<file path="config.mk">
export PLATFORM = sky130hd
export DESIGN_NAME = jtag_interface_dr
export DESIGN_NICKNAME = d
export VERILOG_FILES = /design/src/rtl/jtag_interface_dr_pkg.sv /design/src/rtl/jtag_interface_dr.sv
export SDC_FILE = /design/constraint.sdc
export NUM_CORES = 1
export LEC_CHECK = 0
export CAP_MARGIN = 25
export CORE_MARGIN = 3
export CORE_UTILIZATION = 51
export DETAILED_ROUTE_END_ITERATION = 6
export PLACE_DENSITY = 0.76
export SYNTH_ARGS = -nofsm -noshare
export SYNTH_HDL_FRONTEND = slang
export SYNTH_SLANG_ARGS = --single-unit
export TNS_END_PERCENT = 5
</file>
<file path="constraint.sdc">
create_clock -name tck -period 4.9 [get_ports tck]
set_input_delay 0.98 -clock tck [delete_from_list [all_inputs] [get_ports tck]]
set_output_delay 0.98 -clock tck [all_outputs]
set_load 0.01 [all_outputs]
</file>
<file path="src/rtl/jtag_interface_dr_pkg.sv">
// ---------------------------------------------------------------------------
// jtag_interface_dr_pkg
// Shared JTAG data-register definitions: instruction opcodes, DR lengths,
// data width and the instruction-to-DR decode used by jtag_interface_dr.
// ---------------------------------------------------------------------------
package jtag_interface_dr_pkg;

    localparam int TAP_INSTR_WIDTH = 4;
    localparam int DATA_WIDTH      = 64;

    localparam logic [TAP_INSTR_WIDTH-1:0] TAP_IDCODE  = 4'h1;
    localparam logic [TAP_INSTR_WIDTH-1:0] TAP_DATA_WR = 4'h2;
    localparam logic [TAP_INSTR_WIDTH-1:0] TAP_DATA_RD = 4'h3;
    localparam logic [TAP_INSTR_WIDTH-1:0] TAP_STATUS  = 4'h4;
    localparam logic [TAP_INSTR_WIDTH-1:0] TAP_BYPASS  = 4'hF;

    localparam int IDCODE_LEN  = 32;
    localparam int DATA_WR_LEN = 64;
    localparam int DATA_RD_LEN = 64;
    localparam int STATUS_LEN  = 8;

    typedef enum logic [2:0] {
        DR_BYPASS,
        DR_IDCODE,
        DR_DATA_WR,
        DR_DATA_RD,
        DR_STATUS
    } dr_sel_e;

    // Any opcode not explicitly listed selects the bypass register.
    function automatic dr_sel_e decode_instr(input logic [TAP_INSTR_WIDTH-1:0] instr);
        dr_sel_e sel;
        case (instr)
            TAP_IDCODE:  sel = DR_IDCODE;
            TAP_DATA_WR: sel = DR_DATA_WR;
            TAP_DATA_RD: sel = DR_DATA_RD;
            TAP_STATUS:  sel = DR_STATUS;
            default:     sel = DR_BYPASS;
        endcase
        return sel;
    endfunction

endpackage

</file>
<file path="src/rtl/jtag_interface_dr.sv">
// ---------------------------------------------------------------------------
// jtag_interface_dr
// JTAG data-register block: one shared 64-bit shift register whose active
// length depends on the decoded instruction, plus a chip-side write request
// (valid/ready) with a sticky overflow flag readable through STATUS.
//
// Ports
//   tck               JTAG clock, all flops on posedge
//   rst               asynchronous active-high reset
//   instructions      active instruction from the TAP
//   capture_dr_state  TAP in Capture-DR
//   shift_dr_state    TAP in Shift-DR
//   update_dr_state   TAP in Update-DR
//   tdi               serial data in
//   so                DR serial out (SR[0], registered)
//   bypass_sel        TAP should use its own bypass flop
//   wr_valid/wr_data  chip-side write request
//   wr_ready          chip-side write accept
//   rd_data           chip-side readback value
// ---------------------------------------------------------------------------
module jtag_interface_dr
    import jtag_interface_dr_pkg::*;
#(
    parameter logic [IDCODE_LEN-1:0] IDCODE_VALUE = 32'h0000_1DB3
) (
    input  logic                       tck,
    input  logic                       rst,
    input  logic [TAP_INSTR_WIDTH-1:0] instructions,
    input  logic                       capture_dr_state,
    input  logic                       shift_dr_state,
    input  logic                       update_dr_state,
    input  logic                       tdi,
    output logic                       so,
    output logic                       bypass_sel,
    output logic                       wr_valid,
    output logic [DATA_WIDTH-1:0]      wr_data,
    input  logic                       wr_ready,
    input  logic [DATA_WIDTH-1:0]      rd_data
);

    dr_sel_e               dr_sel;
    logic [DATA_WIDTH-1:0] sr_q, sr_d;
    logic [DATA_WIDTH-1:0] wr_data_q, wr_data_d;
    logic                  wr_valid_q, wr_valid_d;
    logic                  overflow_q, overflow_d;

    assign dr_sel     = decode_instr(instructions);
    assign bypass_sel = (dr_sel == DR_BYPASS);
    assign so         = sr_q[0];
    assign wr_valid   = wr_valid_q;
    assign wr_data    = wr_data_q;

    always_comb begin
        sr_d       = sr_q;
        wr_data_d  = wr_data_q;
        overflow_d = overflow_q;
        // A handshake retires the pending write unless an update reloads it below.
        wr_valid_d = wr_valid_q & ~wr_ready;

        if (capture_dr_state) begin
            case (dr_sel)
                DR_IDCODE:  sr_d = {{(DATA_WIDTH-IDCODE_LEN){1'b0}}, IDCODE_VALUE};
                DR_DATA_RD: sr_d = rd_data;
                DR_STATUS:  sr_d = {{(DATA_WIDTH-2){1'b0}}, overflow_q, wr_valid_q};
                DR_DATA_WR: sr_d = wr_data_q;
                default:    sr_d = sr_q;
            endcase
        end else if (shift_dr_state) begin
            // tdi enters at the top of the active window; bits above it are untouched.
            case (dr_sel)
                DR_IDCODE:  sr_d = {sr_q[DATA_WIDTH-1:IDCODE_LEN], tdi, sr_q[IDCODE_LEN-1:1]};
                DR_DATA_WR,
                DR_DATA_RD: sr_d = {tdi, sr_q[DATA_WIDTH-1:1]};
                DR_STATUS:  sr_d = {sr_q[DATA_WIDTH-1:STATUS_LEN], tdi, sr_q[STATUS_LEN-1:1]};
                default:    sr_d = sr_q;
            endcase
        end else if (update_dr_state) begin
            case (dr_sel)
                DR_DATA_WR: begin
                    if (wr_valid_q && !wr_ready) begin
                        // Previous write still pending: drop the new word.
                        overflow_d = 1'b1;
                    end else begin
                        wr_data_d  = sr_q;
                        wr_valid_d = 1'b1;
                    end
                end
                DR_STATUS: overflow_d = 1'b0;
                default:   overflow_d = overflow_q;
            endcase
        end
    end

    always_ff @(posedge tck or posedge rst) begin
        if (rst) begin
            sr_q       <= '0;
            wr_data_q  <= '0;
            wr_valid_q <= 1'b0;
            overflow_q <= 1'b0;
        end else begin
            sr_q       <= sr_d;
            wr_data_q  <= wr_data_d;
            wr_valid_q <= wr_valid_d;
            overflow_q <= overflow_d;
        end
    end

endmodule
</file>
==> impl_metrics.tcl <==
set metrics [dict create \
    status "finished, final reports clean" \
    reg2reg_depth 3 \
    cellLeakagePower_nw 3.887 \
    cts_tree "done" \
    hold_path_depth 1 \
    cts-resized-gates 0 \
    path_class "in -> out" \
    period_needed_ns 3.803 \
    cts_hold_buf 0 \
    ir_worst_vdd_mv 0.1837 \
    overflow 0 \
    pwr-share-clk_pct 41.5 \
    rsz0062_at_grt "false" \
    cap_violations 0 \
    skew_ns 0.007171 \
    root_buffer "clkbuf_16" \
    report.final.slew_viol_count 0 \
    cts_htree_levels 4 \
    reg2reg_to "wr_data[3]$_DFFE_PP0P_" \
    ys_types 40 \
    ys_warn_count 0 \
    holdPathEnd "wr_data[12]$_DFFE_PP0P_" \
    r2r-start "wr_valid$_DFF_PP0_" \
    p_per_area_nw_per_um2 365.7 \
    worstPathMaxFanout 10 \
    syn_nets 620 \
    grt_max_degree 80 \
    start_util_pct 53.01 \
    die_w_um 118.7 \
    cts_buffers 17 \
    finalCritPeriodShare_pct 77.60 \
    slowest_delay_ns 0.69 \
    min-delay-path-class "reg -> reg" \
    design.die.area_um2 14080 \
    rows 40 \
    setup_viol 0 \
    drcViolationCount 0 \
    via_per_inst 5.677 \
    end_kind "output port" \
    worst_ep_required_time_ns 3.92 \
    finalInstanceArea_um2 8637 \
    slew_headroom_pct 30.14 \
    hold_viol_final 0 \
    areaGrowthSynthToFinish_pct 33.42 \
    seqPwrFrac_pct 41.6 \
    finalPower_mw 3.159 \
    combPwrFrac_pct 16.9 \
    final_cell_mix "139 x clkdlybuf4s50_1, 130 x dfrtp_1, 69 x nor2_1" \
    fin_nets 748 \
    start_kind "input port" \
    worstPathArrival_ns 2.82 \
    grtUsageTotal_pct 22.30 \
    final_common_cell "clkdlybuf4s50_1" \
    io_pins 142 \
    place_inst 821 \
    dr_total_vias 4848 \
    finalNonFillerCells 854 \
    clockBufferDepth 2 \
    ant_nets 0 \
    cts.sinks 130 \
    path_clk_slew_ns 0.06 \
    grt_pass1_wl_um 25410 \
    crit_chain "clkdlybuf4s50_1, or2_2, nor2_1, nor2_1, clkdlybuf4s50_1" \
    dpl_cell_area_um2 7988 \
    postSynthCellCount 545 \
    dp_hpwl_um 9923 \
    finalCoreUtilization_pct 70.73 \
    syn_avg_cell_area_um2 11.88 \
    post_cts_buffers 0 \
    min_from "sr_q[12]$_DFFE_PP0P_" \
    clock_latency_ns 0.41 \
    drtIter0Drc 407 \
    antenna_found_initial 0 \
    worstSetupStartpoint "instructions[3]" \
    gp_congestion 0.7916 \
    p_switching_mw 0.8086 \
    antenna-diode-count 0 \
    netlist_area_um2 6474 \
    finalSetupTns_ns 0 \
    first_pass_iters 5 \
    portBuffers 141 \
    swShare_pct 25.60 \
    core_um2 12210 \
    die_y_um 118.7 \
    ys_ff_latch 130 \
    grt_pass1_vias 4911 \
    drive_above_1_share_pct 16.33 \
    ys_seq_area_share_pct 50.25 \
    r2r_setup_slack_ns 3.03 \
    tightestPinTransition_ns 1.048 \
    cp_slowest_cell "clkdlybuf4s50_1" \
    routedWlPerCell_um 18.08 \
    clock.fmax_ghz 0.2630 \
    p_int_mw 2.350 \
    drt-total-wl_um 15440 \
]
-- Yosys cell counts (all sizes together) --
cell type,instances,area (um2)
a211oi,35,262.8
nor3b,2,26.28
nor3,1,5.000
dfrtp,130,3253
inv,7,26.28
o211ai,1,7.510
nand4b,1,8.760
o31a,1,8.760
nor2b,5,31.28
nor2,70,265.3
or2,1,6.260
a22o,2,17.52
o21ai,11,55.05
a22oi,19,142.6
o311ai,1,8.760
nand2,5,18.77
buf,25,161.4
mux2i,43,430.4
o221ai,3,26.28
nand4bb,1,11.26
o21bai,1,7.510
o22ai,1,6.260
or3b,1,8.760
o2bb2ai,5,43.79
a21o,1,7.510
nand2b,1,6.260
a31oi,2,12.51
o32ai,1,8.760
nor4b,2,32.53
clkbuf,17,63.81
and2,1,6.260
a21oi,29,156.4
mux2,119,1340
-- cell type report --
cell class,count,area [um2]
inverters,7,28.78
fillers,931,3575
multi-input cells,366,2999
well taps,168,210.2
clock buffers,20,466.7
repair buffers,151,1524
clock inverters,12,155.1
flip-flops and latches,130,3253
-- logic make-up (layout without fill, tap and decap cells) --
group	count (synthesis)	in the layout	synth area share (%)
mux	162	162	27.35
flops	130	130	50.25
compound gates	113	113	11.93
simple gates	91	91	6.591
buf+inv	49	190	3.885
-- sequential cells by signal, summed over array words and instances, names as in the netlist --
| register | count |
|---|---|
| overflow_q | 1 |
| wr_valid | 1 |
| sr_q | 64 |
| wr_data | 64 |
-- layer usage --
metal  up-vias  track usage, %  share of wire [%]
li1       2251               -                  -
met3        16           6.172                6.3
met2       155           36.09                 49
met4         0           5.648                1.0
met5         -               0                  0
met1      2426           29.83                 44
-- worst max-delay path by stage --
stage	slack, ns	depth (start not counted)	to
2_1_floorplan	0.45	1	overflow_q$_DFFE_PP0P_
3_3_place_gp	1.14	6	wr_data[6]$_DFFE_PP0P_
3_5_place_dp	1.06	6	wr_data[3]$_DFFE_PP0P_
4_1_cts	1.11	5	bypass_sel
5_1_grt	1.02	5	bypass_sel
6_report	1.10	5	bypass_sel
-- power by group through the flow --
stage | Sequential [mW] | Combinational [mW] | Clock, mW
finish | 1.31 | 0.532 | 1.31
global route | 1.33 | 0.582 | 1.39
CTS | 1.31 | 0.535 | 1.33
detailed placement | 1.33 | 0.529 | 0
global placement | 1.32 | 0.519 | 0
floorplan | 1.32 | 0.268 | 0
-- worst max-delay path, delay by kind of cell --
family	cells	cell delay, ns
simple gates	3	0.66
buf+inv	2	1.17
-- per-stage QoR --
stage          setup WS (ns)  hold WS (ns)
3_3_place_gp           1.140        0.4783
5_1_grt                1.022        0.5195
4_1_cts                1.110        0.5055
2_1_floorplan         0.4507        0.4642
3_5_place_dp           1.056        0.4835
6_report               1.097        0.5011
Power figures use the tool's default switching activity.
